### config.mk
export PLATFORM = sky130hd
export DESIGN_NAME = kc705_slv_req_arbiter
export DESIGN_NICKNAME = d
export VERILOG_FILES = /design/src/rtl/kc705_slv_arb_pkg.sv /design/src/rtl/kc705_slv_req_arbiter_rr_arbiter.sv /design/src/rtl/kc705_slv_req_arbiter.sv
export SDC_FILE = /design/constraint.sdc
export NUM_CORES = 1
export LEC_CHECK = 0
export BUFFER_PORTS_ARGS = -buffer_cell sky130_fd_sc_hd__buf_2
export CORE_AREA = 8 8 135 137
export CTS_CLUSTER_DIAMETER = 40
export CTS_CLUSTER_SIZE = 14
export DETAILED_ROUTE_END_ITERATION = 10
export DIE_AREA = 0 0 143 145
export GPL_TIMING_DRIVEN = 0
export PLACE_DENSITY_LB_ADDON = 0.1
export SYNTH_ARGS = -nofsm -noshare
export SYNTH_HDL_FRONTEND = slang
export SYNTH_HIERARCHICAL = 1
export SYNTH_SLANG_ARGS = --single-unit
### constraint.sdc
create_clock -name i_clk -period 3 [get_ports i_clk]
set_input_delay 0.6 -clock i_clk [delete_from_list [all_inputs] [get_ports i_clk]]
set_output_delay 0.6 -clock i_clk [all_outputs]
set_load 0.03 [all_outputs]
### src/rtl/kc705_slv_arb_pkg.sv
// Shared types and configuration for the KC705 slave request arbiter.
// The latched request slot is sized from the slave's native address/data widths.
package kc705_slv_arb_pkg;

  localparam int unsigned CFG_SLV_ARB_NREQ_MAX = 4;
  localparam int unsigned CFG_SLV_ARB_IDX_W    = $clog2(CFG_SLV_ARB_NREQ_MAX);
  localparam int unsigned CFG_SLV_ARB_ABITS    = 4;
  localparam int unsigned CFG_SLV_ARB_DBITS    = 64;
  localparam int unsigned CFG_SLV_ARB_SBITS    = CFG_SLV_ARB_DBITS / 8;

  typedef enum logic [1:0] {
    IDLE,
    ACCESS,
    WAIT,
    RESP
  } arb_state_t;

  typedef struct packed {
    logic                         write;
    logic [CFG_SLV_ARB_ABITS-1:0] addr;
    logic [CFG_SLV_ARB_SBITS-1:0] wstrb;
    logic [CFG_SLV_ARB_DBITS-1:0] wdata;
  } req_slot_t;

endpackage

### src/rtl/kc705_slv_req_arbiter_rr_arbiter.sv
// Combinational round-robin pick: first set request at or after ptr, wrapping.
// Emits a one-hot grant and its index; all zero when nothing requests.
module rr_arbiter
  import kc705_slv_arb_pkg::*;
#(
  parameter int unsigned NREQ = 2
) (
  input  logic [NREQ-1:0]              req,
  input  logic [CFG_SLV_ARB_IDX_W-1:0] ptr,
  output logic [NREQ-1:0]              grant,
  output logic [CFG_SLV_ARB_IDX_W-1:0] idx
);

  logic [CFG_SLV_ARB_IDX_W-1:0] cand;
  logic [NREQ-1:0]              mask;
  logic                         found;

  always_comb begin
    grant = '0;
    idx   = '0;
    cand  = '0;
    mask  = '0;
    found = 1'b0;
    for (int unsigned i = 0; i < NREQ; i++) begin
      cand = CFG_SLV_ARB_IDX_W'((32'(ptr) + i) % NREQ);
      mask = NREQ'(1) << cand;
      if (!found && |(req & mask)) begin
        found = 1'b1;
        grant = mask;
        idx   = cand;
      end
    end
  end

endmodule

### src/rtl/kc705_slv_req_arbiter.sv
// Shares the KC705 test-slave request port between NREQ requesters:
// grant -> one-cycle memory strobe -> fixed read-latency wait -> one-cycle response.
module kc705_slv_req_arbiter
  import kc705_slv_arb_pkg::*;
#(
  parameter int unsigned NREQ       = 2,
  parameter int unsigned ABITS      = CFG_SLV_ARB_ABITS,
  parameter int unsigned DBITS      = CFG_SLV_ARB_DBITS,
  parameter int unsigned RD_LATENCY = 1
) (
  input  logic                      i_clk,
  input  logic                      i_nrst,
  input  logic [NREQ-1:0]           i_req_valid,
  output logic [NREQ-1:0]           o_req_ready,
  input  logic [NREQ-1:0]           i_req_write,
  input  logic [NREQ*ABITS-1:0]     i_req_addr,
  input  logic [NREQ*(DBITS/8)-1:0] i_req_wstrb,
  input  logic [NREQ*DBITS-1:0]     i_req_wdata,
  output logic [NREQ-1:0]           o_resp_valid,
  output logic [DBITS-1:0]          o_resp_rdata,
  output logic                      o_mem_req,
  output logic                      o_mem_we,
  output logic [ABITS-1:0]          o_mem_addr,
  output logic [DBITS/8-1:0]        o_mem_wstrb,
  output logic [DBITS-1:0]          o_mem_wdata,
  input  logic [DBITS-1:0]          i_mem_rdata
);

  localparam int unsigned SW = DBITS / 8;
  localparam int unsigned IW = CFG_SLV_ARB_IDX_W;

  arb_state_t        state, state_nxt;
  logic [IW-1:0]     rr_ptr, gidx, cur;
  logic [NREQ-1:0]   grant;
  req_slot_t         slot, sel;
  logic [1:0]        cnt;
  logic [DBITS-1:0]  rdata_q;
  logic              accept, capture;

  rr_arbiter #(.NREQ(NREQ)) u_rr (
    .req   (i_req_valid),
    .ptr   (rr_ptr),
    .grant (grant),
    .idx   (gidx)
  );

  assign accept  = (state == IDLE) && (|i_req_valid);
  assign capture = ((state == ACCESS) && (RD_LATENCY == 0)) ||
                   ((state == WAIT) && (cnt == '0));

  always_comb begin
    sel = '0;
    for (int unsigned k = 0; k < NREQ; k++) begin
      if (grant[k]) begin
        sel.write = i_req_write[k];
        sel.addr  = CFG_SLV_ARB_ABITS'(i_req_addr[k*ABITS +: ABITS]);
        sel.wstrb = CFG_SLV_ARB_SBITS'(i_req_wstrb[k*SW +: SW]);
        sel.wdata = CFG_SLV_ARB_DBITS'(i_req_wdata[k*DBITS +: DBITS]);
      end
    end
  end

  always_ff @(posedge i_clk) begin
    if (!i_nrst) state <= IDLE;
    else         state <= state_nxt;
  end

  always_comb begin
    state_nxt = state;
    unique case (state)
      IDLE:    if (|i_req_valid) state_nxt = ACCESS;
      ACCESS:  state_nxt = (RD_LATENCY > 0) ? WAIT : RESP;
      WAIT:    if (cnt == '0) state_nxt = RESP;
      RESP:    state_nxt = IDLE;
      default: state_nxt = IDLE;
    endcase
  end

  always_ff @(posedge i_clk) begin
    if (!i_nrst) begin
      rr_ptr  <= '0;
      cur     <= '0;
      slot    <= '0;
      cnt     <= '0;
      rdata_q <= '0;
    end else begin
      if (accept) begin
        cur    <= gidx;
        rr_ptr <= (gidx == IW'(NREQ - 1)) ? '0 : gidx + 1'b1;
        slot   <= sel;
      end
      if (state == ACCESS)    cnt <= 2'(RD_LATENCY - 1);
      else if (state == WAIT) cnt <= cnt - 1'b1;
      if (capture) rdata_q <= slot.write ? '0 : i_mem_rdata;
    end
  end

  always_comb begin
    o_req_ready  = (state == IDLE) ? grant : '0;
    o_mem_req    = (state == ACCESS);
    o_mem_we     = (state == ACCESS) && slot.write;
    o_mem_addr   = ABITS'(slot.addr);
    o_mem_wstrb  = SW'(slot.wstrb);
    o_mem_wdata  = DBITS'(slot.wdata);
    o_resp_valid = (state == RESP) ? (NREQ'(1) << cur) : '0;
    o_resp_rdata = rdata_q;
  end

endmodule

# Word level (Yosys, flattened, before mapping)

Index checks and enable logic that the tools add are counted.

Input port bits: 222
Output and inout bits: 146
Register bits after elaboration: 148
Word-level logic and storage cells: 50

Reductions and logical operators: 12
Mux-type cells: 14
Shifts and indexed selects: 3
Equality and inequality tests: 6
Add/subtract/negate cells: 3
Bitwise gates (word level): 3

Operator list:

| cell                                              | number |
|---|---|
| 2-to-1 mux 77 bit                                 | 2 |
| 2-to-1 mux 64 bit                                 | 1 |
| 2-to-1 mux 2 bit                                  | 6 |
| case mux 2 bit (4 select lines)                   | 1 |
| OR reduction 2 bit                                | 4 |
| bitwise AND 2 bit                                 | 2 |
| == test 2 x 1 -> 1 bit (second input constant)    | 2 |
| == test 2 bit (second input constant)             | 2 |
| logical AND 1 bit                                 | 4 |
| zero test 2 bit                                   | 2 |
| 2-to-1 mux 1 bit                                  | 4 |
| left shift 1 x 1 -> 2 bit (first input constant)  | 2 |
| adder 1 bit (second input constant)               | 2 |
| != test 2 x 1 -> 1 bit (second input constant)    | 1 |
| != test 2 bit (second input constant)             | 1 |
| AND reduction 2 bit                               | 1 |
| left shift 1 x 2 -> 2 bit (first input constant)  | 1 |
| subtractor 2 x 1 -> 2 bit (second input constant) | 1 |
| zero test 1 bit                                   | 1 |
| inverter 1 bit                                    | 1 |

# Logic depth before layout (Yosys ltp)

Gate-level depths: netlist of the first run.

Depth after elaboration: 9
Depth in mapped cells: 8
Gate-level depth less buffers: 5

# By module

Netlist of the first run, hierarchy kept.

By module, submodules not included:

| module                | sequential area each (µm²) | times used | area each (µm²) | cells each |
|---|---|---|---|---|
| kc705_slv_req_arbiter | 2982.9                     | 1          | 6807.8          | 766 |
| rr_arbiter            | 0.0                        | 1          | 37.5            | 6 |

# Worst setup path before layout of the first run

No wires, ideal clock.

Path kind: input -> output
From: in i_req_valid[1]
To: out o_req_ready[1]
Stages: 5
Data required time: 2.400 ns
Arrival: 1.617 ns
Setup slack: 0.783 ns
Path buffers: 3
Cell sequence: a21boi_1 -> buf_2 -> buf_2 -> buf_2 -> and2_1

Word-level cells in the longest chain between the ends: 7
Elaborated cells between the ends (all ways): 10
Those cells by class: mux: 4; bitwise: 2; reduce/logical: 4

RTL lines:

| item               | line                                   | RTL |
|---|---|---|
| from (decl)        | kc705_slv_req_arbiter.sv:13            | `input logic [NREQ-1:0] i_req_valid,` |
| bitwise AND 2 bit  | kc705_slv_req_arbiter_rr_arbiter.sv:27 | `if (!found && \|(req & mask)) begin` |
| OR reduction 2 bit | kc705_slv_req_arbiter_rr_arbiter.sv:27 |  |
| 2-to-1 mux 1 bit   | kc705_slv_req_arbiter_rr_arbiter.sv:27 |  |
| zero test 1 bit    | kc705_slv_req_arbiter_rr_arbiter.sv:27 |  |
| logical AND 1 bit  | kc705_slv_req_arbiter_rr_arbiter.sv:27 |  |
| 2-to-1 mux 2 bit * | kc705_slv_req_arbiter_rr_arbiter.sv:27 |  |
| 2-to-1 mux 2 bit * | kc705_slv_req_arbiter.sv:99            | `o_req_ready = (state == IDLE) ? grant : '0;` |
| to (decl)          | kc705_slv_req_arbiter.sv:14            | `output logic [NREQ-1:0] o_req_ready,` |

Every way passes the cells marked *; elsewhere a longest branch is shown, timed or not.

# Worst setup path after layout of the first run

From: reg rr_ptr[0]
To: out o_req_ready[1]

Word-level cells in the longest chain between the ends: 8
Elaborated cells between the ends (all ways): 13
Those cells by class: add/sub: 1; shift: 2; mux: 4; bitwise: 2; reduce/logical: 4

RTL lines:

| item                      | line                                   | RTL |
|---|---|---|
| from (decl)               | kc705_slv_req_arbiter.sv:33            | `logic [IW-1:0] rr_ptr, gidx, cur;` |
| from (signal assigned)    | kc705_slv_req_arbiter.sv:89            | `rr_ptr <= (gidx == IW'(NREQ - 1)) ? '0 : gidx + 1'b1;` |
| left shift 1 x 1 -> 2 bit | kc705_slv_req_arbiter_rr_arbiter.sv:26 | `mask = NREQ'(1) << cand;` |
| bitwise AND 2 bit         | kc705_slv_req_arbiter_rr_arbiter.sv:27 |  |
| OR reduction 2 bit        | kc705_slv_req_arbiter_rr_arbiter.sv:27 |  |
| 2-to-1 mux 1 bit          | kc705_slv_req_arbiter_rr_arbiter.sv:27 |  |
| zero test 1 bit           | kc705_slv_req_arbiter_rr_arbiter.sv:27 |  |
| logical AND 1 bit         | kc705_slv_req_arbiter_rr_arbiter.sv:27 |  |
| 2-to-1 mux 2 bit *        | kc705_slv_req_arbiter_rr_arbiter.sv:27 |  |
| net grant[1]              | kc705_slv_req_arbiter.sv:34            | `logic [NREQ-1:0] grant;` |
| 2-to-1 mux 2 bit *        | kc705_slv_req_arbiter.sv:99            |  |

Mark *: on every way through the listed nets, which the timed path passes. The rest lies on a longest branch.

==> results of run 1 <==
## final cells by class
| class | count | area, sq um |
|---|---|---|
| clock buffer | 23 | 458 |
| tap | 220 | 275 |
| fill | 1578 | 6660 |
| antenna | 1 | 2.50 |
| timing repair buffer | 367 | 1840 |
| inverter | 5 | 18.8 |
| multi-input combinational | 467 | 2860 |
| buffer | 148 | 965 |
| sequential | 148 | 2960 |
| clock inverter | 9 | 129 |
## where the power goes
part	switching [mW]	leakage (nW)	total, mW	internal [mW]
registers	0.299	1.21	2.88	2.58
clock network	0.810	0.281	2.14	1.33
logic	2.87	3.06	4.60	1.73
total	3.98	4.55	9.62	5.64
## sequential cells by signal, indices dropped and copies added, names as in the netlist
signal        cells
cnt               2
state             2
o_mem_wstrb       8
o_mem_wdata      64
cur               2
slot              1
o_mem_addr        4
rr_ptr            1
o_resp_rdata     64
## layer usage
layer / GRT usage / up-vias
met3: 0.0669 / 27
li1: - / 3407
met5: 0 / -
met1: 0.253 / 3167
met2: 0.392 / 257
met4: 0.0760 / 0
## layout by cell type, fill, tap and decap left out, drive strengths merged
cell	count
buf	474
dfxtp	148
nor2	79
o21ai	79
a221oi	76
nand2	74
a21boi	69
nand3b	65
clkbuf	64
ha	7
inv	5
and2	4
clkinv	4
bufinv	3
nand2b	2
mux2i	2
clkinvlp	2
nor2b	2
diode	1
nor3b	1
and3b	1
o21a	1
xnor2	1
a21oi	1
a31oi	1
a211oi	1
conb	1
## worst paths after layout
path | end | slack (ns) | cells after the start
worst min-delay path | o_resp_rdata[27]$_SDFFE_PN0P_ | 0.44 | 2
worst min register to register | o_resp_rdata[27]$_SDFFE_PN0P_ | 0.44 | 2
worst max register to register | o_mem_wdata[51]$_SDFFE_PN0P_ | 1.15 | 6
worst max-delay path | o_req_ready[1] | 0.31 | 7
## worst max-delay path, delay by kind of cell, from the launching register on
family | cells | cell delay (ns)
flops | 1 | 0.35
compound gates | 1 | 0.16
simple gates | 1 | 0.14
buf+inv | 5 | 1.02
## through the flow
stage	util	instances	worst slack (ns)	area, sq um	hold WS (ns)
final	0.588	1388	0.310	9510	0.444
after global routing	0.588	1388	0.0999	9510	0.437
after CTS	0.588	1387	0.261	9510	0.433
after detailed placement	0.551	1355	0.333	8920	0.439
after global placement	0.551	1355	0.339	8920	0.435
after floorplan	-	768	0.783	6810	0.444
==> flow_summary.toml, run 1 <==
[min_path]
hp-class = "flip-flop to flip-flop"
min_from = "o_resp_rdata[27]$_SDFFE_PN0P_"

[sta]
tightestPinTransition_ns = 0.576
post-route-period-util = 0.897
fin_skew_ns = 0.00822
setup_viol = 0
slew_headroom = 0.616
rsz0062_at_grt = "false"
timing.setup.tns_ns = 0
finalCriticalPeriod_ns = 2.69
slew_violations = 0
hold_violations = 0
fmax_mhz = 372

[cts]
cts_resized = 0
clk_latency_ns = 0.42
post_cts_buffers = 0
cts_tree = "built"
h-tree-depth = 4
clk_path_buf_depth = 2
root_buffer = "clkbuf_16"
cts_buffers = 17
clk_pin_slew_worst_paths_ns = 0.06
hold_buffers = 0
cts.sinks = 148

[worst_setup_path]
path_common_cell = "buf_2"
timing.rr.start = "state[0]$_SDFFE_PN0P_"
cp-end-kind = "output port"
critPathSlowestCell = "dfxtp_1"
required_ns = 2.40
critPathLaunch = "rr_ptr[0]$_SDFFE_PN0P_"
path_class = "flip-flop to output port"
start_kind = "flip-flop"
crit_fanout = 10
cpPeakStageDelay_ns = 0.35
path_cells = "inv_1 -> a21boi_1 -> buf_2 -> buf_2 -> buf_2 -> and2_1 -> buf_2"
critPathArrivalTime_ns = 2.09

[global_routing]
grt-ovfl-total = 0
grt_pass1_vias = 6952
grt_first_pass_wirelength_um = 36800
grtUsageTotal = 0.225
antenna_found_initial = 1
grt_max_degree = 17

[job]
max-cap-violations = 0

[logic_synthesis]
syn_nets = 997
synthCells = 768
synth_area_sq_um = 6810
yosys_warnings = 6
syn_avg_cell_area_sq_um = 8.86

[detailed_routing]
met2_length_um = 12000
wl_met3_um = 1870
avgRoutedWirePerCell_um = 17.3
drt-met1-wl_um = 9690
first_iter_violations = 244
postRouteWirelength_um = 24000
routed.top_layer = "met4"
post_drt_via_cell_ratio = 4.94
drc = 0
first_pass_iters = 4
ant_nets = 0
routed-via-count = 6858

[final_layout]
drive_gt1_frac = 0.433
final_nets = 1383
syn_to_final_growth_pct = 39.7

[outcome]
status = "finished clean"

[floorplan]
dieHeight_um = 145
die_w_um = 143
boundaryPins = 368
die_area_sq_um = 20700
rows = 47
core_sq_um = 16200
start_util = 0.421

[place]
gp_congestion = 0.799
numPortBuffers = 367
dp_hpwl_um = 19000

[pwr]
pwr_density_cell_nw_per_um2 = 1010
ir_drop_uv = 498
power_mw = 9.62
p_leak_nw = 4.55
No activity file was read; power rests on OpenSTA's default activity.
==> run 2: changes to the inputs <==
--- a/config.mk
+++ b/config.mk
@@ -6,14 +6,13 @@
 export NUM_CORES = 1
 export LEC_CHECK = 0
 export BUFFER_PORTS_ARGS = -buffer_cell sky130_fd_sc_hd__buf_2
-export CORE_AREA = 8 8 135 137
+export CORE_AREA = 8 8 136 138
 export CTS_CLUSTER_DIAMETER = 40
 export CTS_CLUSTER_SIZE = 14
 export DETAILED_ROUTE_END_ITERATION = 10
-export DIE_AREA = 0 0 143 145
+export DIE_AREA = 0 0 144 146
 export GPL_TIMING_DRIVEN = 0
-export PLACE_DENSITY_LB_ADDON = 0.1
+export PLACE_DENSITY = 0.77
 export SYNTH_ARGS = -nofsm -noshare
 export SYNTH_HDL_FRONTEND = slang
-export SYNTH_HIERARCHICAL = 1
 export SYNTH_SLANG_ARGS = --single-unit
==> run 2 against run 1 <==
  * Cell count increased by 4.6%
  * Utilization increased by 0.50 points
  * Critical path depth unchanged
  * Clock skew increased by 0.0085 ns
  * Critical path type unchanged
  * Setup slack got worse by 0.13 ns
  * Synthesized cell count increased by 8.3%
  * Sequential share of layout area decreased by 0.70 points
  * Global-route usage increased by 0.23 points
  * Largest power group unchanged
==> flow_summary.toml, run 2 <==
[job]
max-cap-violations = 0

[sta]
rsz0062_at_grt = "false"
fmax_mhz = 354
timing.setup.tns_ns = 0
fin_skew_ns = 0.0167
tightestPinTransition_ns = 0.506
setup_viol = 0
setup_ws_ns = 0.175
post-route-period-util = 0.942
finalCriticalPeriod_ns = 2.82
slew_violations = 0
hold_slack_ns = 0.414
slew_headroom = 0.663
hold_violations = 0

[worst_setup_path]
path_class = "flip-flop to output port"
critPathArrivalTime_ns = 2.22
path_common_cell = "buf_2"
path_cells = "inv_1 -> ha_1 -> buf_2 -> nand2_1 -> a21oi_2 -> buf_2 -> buf_2"
crit_fanout = 10
crit_family = "buffers and inverters"
worstReg2RegEnd = "o_resp_rdata[20]$_SDFFE_PN0P_"
ff2ff_setup_slack_ns = 1.13
required_ns = 2.40
critPathSlowestCell = "buf_2"
cp-end-kind = "output port"
timing.rr.start = "state[0]$_SDFFE_PN0P_"
start_kind = "flip-flop"
worstRegToRegCells = 7
cp_num_buf_inv = 4
path_depth = 7
cpPeakStageDelay_ns = 0.37

[cts]
cts_buffers = 17
clk_latency_ns = 0.42
root_buffer = "clkbuf_16"
cts.sinks = 147
post_cts_buffers = 0
cts_resized = 0
hold_buffers = 0
clk_pin_slew_worst_paths_ns = 0.07
clk_path_buf_depth = 2
cts_tree = "built"
h-tree-depth = 4

[floorplan]
core_sq_um = 16300
die_area_sq_um = 21000
die_w_um = 144
rows = 47
dieHeight_um = 146
boundaryPins = 368
start_util = 0.427

[logic_synthesis]
yosys_warnings = 0
synthCells = 832
yosysSeqAreaShare = 0.423
synth_ff_type = "dfxtp_1"
synth_enable_flop_cells = 0
synth.most_common_cell = "dfxtp_1"
synth_cell_types = 29
async_flop_share = 0
synth_top_area_frac = 0.423
syn_avg_cell_area_sq_um = 8.36
synth_common_cells = "dfxtp_1, inv_1, buf_4"
syn_nets = 1059
ys_seq_elements = 147
synth_area_sq_um = 6950
yosysTopAreaCell = "dfxtp_1"
synth_area_leaders = "dfxtp_1, buf_4, nand3b_1"

[pwr]
power_mw = 9.43
pwr_density_cell_nw_per_um2 = 977
ir_drop_uv = 455
p_leak_nw = 4.72

[place]
post-place-ws_ns = 0.572
gp_congestion = 0.879
post_dp_cell_area_sq_um = 9060
dp_hpwl_um = 19400
numPortBuffers = 366
dp_cells = 1418

[global_routing]
grt_first_pass_wirelength_um = 37700
grt_max_degree = 17
grt_pass1_vias = 7206
grtUsageTotal = 0.227
grt-ovfl-total = 0
antenna_found_initial = 5

[final_layout]
utilization = 0.593
final_cell_mix = "buf_2, dfxtp_1, inv_1, buf_4, nor3_1"
drive_gt1_frac = 0.446
stdcell_area_sq_um = 9660
final_common_cell = "buf_2"
syn_to_final_growth_pct = 38.9
final_cells = 1452
final_nets = 1444

[detailed_routing]
avgRoutedWirePerCell_um = 16.9
ant_nets = 0
first_pass_iters = 5
postRouteWirelength_um = 24600
first_iter_violations = 345
drc = 0
routed-via-count = 7157
post_drt_via_cell_ratio = 4.93

[min_path]
min_from = "i_req_wdata[26]"
holdPathEnd = "o_mem_wdata[26]$_SDFFE_PN0P_"
hold_depth = 3
hp-class = "primary input to flip-flop"

[outcome]
status = "finished clean"
==> run 2: kinds of logic after synthesis <==
group | share of synthesized area
buffers and inverters | 0.180
AOI/OAI and AO/OA | 0.214
and+or+nand+nor | 0.171
DFF | 0.423
adders and majority gates | 0.00900
xor gates and xnor gates | 0.00126
muxes | 0.00144
==> run 2: cell type report <==
class                           instances  area, sq um
Clock inverter                         14          154
Fill cell                            1535         6630
Tap cell                              220          275
Clock buffer                           18          439
Timing Repair Buffer                  366         1830
Sequential cell                       147         2940
Buffer                                147          937
Multi-Input combinational cell        455         2760
Inverter                               83          312
Antenna cell                            2         5.00
==> run 2: power breakdown <==
| part | total (mW) | switching, mW | internal [mW] |
|---|---|---|---|
| clock network | 2.14 | 0.883 | 1.26 |
| logic | 4.44 | 2.80 | 1.64 |
| registers | 2.85 | 0.309 | 2.54 |
==> run 2: worst max path at each step <==
stage                          start        endpoint
2_1_floorplan         i_req_valid[0]  o_req_ready[1]
3_3_place_gp   state[0]$_SDFFE_PN0P_  o_req_ready[0]
3_5_place_dp   state[0]$_SDFFE_PN0P_  o_req_ready[0]
4_1_cts        state[0]$_SDFFE_PN0P_  o_req_ready[0]
5_1_grt        state[0]$_SDFFE_PN0P_  o_req_ready[0]
6_report       state[0]$_SDFFE_PN0P_  o_req_ready[0]
==> run 2: routing by layer <==
metal	global-route usage	share of wire	up-vias
met4	0.0957	0.028	6
li1	-	-	3521
met3	0.0925	0.11	48
met1	0.254	0.39	3257
met5	0	0.0015	-
met2	0.371	0.47	325
==> run 2: worst register-to-register path: cells and delay by family, from the launching register on <==
family / cells / cell delay (ns)
fa+ha+maj: 1 / 0.19
flops: 1 / 0.40
simple gates: 2 / 0.45
buf+inv: 3 / 0.65
compound gates: 1 / 0.13
==> run 3: changes to the inputs <==
--- a/config.mk
+++ b/config.mk
@@ -6,13 +6,15 @@
 export NUM_CORES = 1
 export LEC_CHECK = 0
 export BUFFER_PORTS_ARGS = -buffer_cell sky130_fd_sc_hd__buf_2
-export CORE_AREA = 8 8 136 138
+export CELL_PAD_IN_SITES_DETAIL_PLACEMENT = 0
+export CELL_PAD_IN_SITES_GLOBAL_PLACEMENT = 1
+export CORE_MARGIN = 8
+export CORE_UTILIZATION = 34
 export CTS_CLUSTER_DIAMETER = 40
 export CTS_CLUSTER_SIZE = 14
 export DETAILED_ROUTE_END_ITERATION = 10
-export DIE_AREA = 0 0 144 146
 export GPL_TIMING_DRIVEN = 0
-export PLACE_DENSITY = 0.77
+export PLACE_DENSITY_LB_ADDON = 0.1
 export SYNTH_ARGS = -nofsm -noshare
 export SYNTH_HDL_FRONTEND = slang
 export SYNTH_SLANG_ARGS = --single-unit
==> run 3 against run 2 <==
  * Cell count rose by 3.6%
  * Final area rose by 0.84%
  * First-iteration DRC count fell by 31%
  * Via count fell by 2.5%
  * Largest cell class unchanged
  * Sequential power barely moved
  * Combinational power barely moved
  * Global-route usage fell by 3.1 points
==> flow_summary.toml, run 3 (synthesis results as in run 2) <==
[final_layout]
stdcell_area_sq_um = 9740
seqCellArea_sq_um = 2940
final_nets = 1444
fill_cells = 2120
final_cell_mix = "buf_2, dfxtp_1, inv_1, buf_4, nor3_1"
multi_input_area_sq_um = 2760
final_common_cell = "buf_2"
syn_to_final_growth_pct = 40.1
drive_gt1_frac = 0.446

[detailed_routing]
first_pass_iters = 4
drc = 0
first_iter_violations = 239
avgRoutedWirePerCell_um = 16.9
postRouteWirelength_um = 25500
post_drt_via_cell_ratio = 4.64
ant_nets = 0
routed-via-count = 6981

[worst_setup_path]
critPathLaunch = "state[0]$_SDFFE_PN0P_"
timing.rr.start = "state[0]$_SDFFE_PN0P_"
worstRegToRegCells = 7
endpoint = "o_req_ready[0]"
worstReg2RegEnd = "o_resp_rdata[9]$_SDFFE_PN0P_"
critPathArrivalTime_ns = 2.20
ff2ff_setup_slack_ns = 1.12
crit_fanout = 10
path_class = "flip-flop to output port"
required_ns = 2.40
start_kind = "flip-flop"
cp-end-kind = "output port"

[floorplan]
rows = 52
boundaryPins = 368
start_util = 0.345
dieHeight_um = 159
core_sq_um = 20200
die_area_sq_um = 25300
die_w_um = 159

[min_path]
hp-class = "primary input to flip-flop"

[global_routing]
grt.busiest_layer = "met2"
grt_pass1_vias = 7078
grt_max_degree = 17
use_met2 = 0.333
grt-ovfl-total = 0
grtUsageMet3 = 0.0757
grt_first_pass_wirelength_um = 39700
grtUsageTotal = 0.196
antenna_found_initial = 4
met1_usage = 0.223

[cts]
cts_buffers = 17
cts.sinks = 147
clk_latency_ns = 0.42
root_buffer = "clkbuf_16"
cts_tree = "built"
cts_resized = 0
clk_path_buf_depth = 2
post_cts_buffers = 0
clk_pin_slew_worst_paths_ns = 0.07
hold_buffers = 0
h-tree-depth = 4

[sta]
fmax_mhz = 357
slew_violations = 0
setup_ws_ns = 0.202
hold_violations = 0
slew_headroom = 0.668
fin_skew_ns = 0.0118
hold_slack_ns = 0.408
tightestPinTransition_ns = 0.498
timing.setup.tns_ns = 0
setup_viol = 0
finalCriticalPeriod_ns = 2.80
post-route-period-util = 0.933
rsz0062_at_grt = "false"

[pwr]
combPwrFrac = 0.468
swShare = 0.425
p_clk_frac = 0.233
seqPwrFrac = 0.298
p_int_mw = 5.46
pwr_density_cell_nw_per_um2 = 974
switchingPower_mw = 4.03
p_leak_nw = 4.73
ir_drop_uv = 474

[outcome]
status = "finished clean"

[place]
post_dp_cell_area_sq_um = 9120
gp_congestion = 0.782
dp_hpwl_um = 19900
numPortBuffers = 366
post-place-ws_ns = 0.648

[job]
max-cap-violations = 0
-- run 3: cell types whose count changed in the layout (fill, tap and decap cells not counted), sizes merged --
cell,before,now
diode,2,4
clkinvlp,3,2
clkinv,6,3
inv,86,90
-- run 3: metrics by stage --
stage	cells	power, mW	utilization
floorplan	832	6.04	-
global placement	1468	7.36	0.452
detailed placement	1468	7.35	0.452
CTS	1500	9.60	0.482
global route	1503	10.1	0.483
finish	1504	9.49	0.483
-- run 3: critical path, stage by stage, from the launching register on --
cell     delay, ns
dfxtp_1       0.35
inv_1         0.09
ha_1          0.14
buf_2         0.18
nand2_1       0.10
a21oi_2       0.28
buf_2         0.37
buf_2         0.27
-- run 3: worst min path at each step --
stage | from | end | slack [ns] | cells after the start
2_1_floorplan | cur[0]$_SDFFE_PN0P_ | cur[0]$_SDFFE_PN0P_ | 0.45 | 2
3_3_place_gp | o_resp_rdata[63]$_SDFFE_PN0P_ | o_resp_rdata[63]$_SDFFE_PN0P_ | 0.44 | 2
3_5_place_dp | o_resp_rdata[18]$_SDFFE_PN0P_ | o_resp_rdata[18]$_SDFFE_PN0P_ | 0.44 | 2
4_1_cts | i_req_wdata[56] | o_mem_wdata[56]$_SDFFE_PN0P_ | 0.39 | 3
5_1_grt | i_req_wdata[28] | o_mem_wdata[28]$_SDFFE_PN0P_ | 0.39 | 3
6_report | i_req_wdata[55] | o_mem_wdata[55]$_SDFFE_PN0P_ | 0.41 | 3
-- run 3: power by group through the flow --
stage                     sequential [mW]  clock [mW]  combinational [mW]
after detailed placement             2.86           0                4.48
final                                2.83        2.22                4.44
after global routing                 2.91        2.36                4.81
after CTS                            2.83        2.27                4.50
after global placement               2.86           0                4.50
after floorplan                      3.12           0                2.92
-- run 3: area by class of cell --
cell class | instances | share of cell area
Timing Repair Buffer | 366 | 0.188
Multi-Input combinational cell | 455 | 0.284
Inverter | 83 | 0.0320
Sequential cell | 147 | 0.302
Tap cell | 270 | 0.0347
Clock inverter | 14 | 0.0172
Buffer | 147 | 0.0962
Clock buffer | 18 | 0.0451
Antenna cell | 4 | 0.00103
-- run 3: layer usage --
metal,share of wire,routed length (um),vias to the layer above
met5,0.00067,17,-
met4,0.015,386,2
met3,0.085,2160,26
met2,0.49,12400,248
met1,0.41,10500,3177
li1,-,-,3528
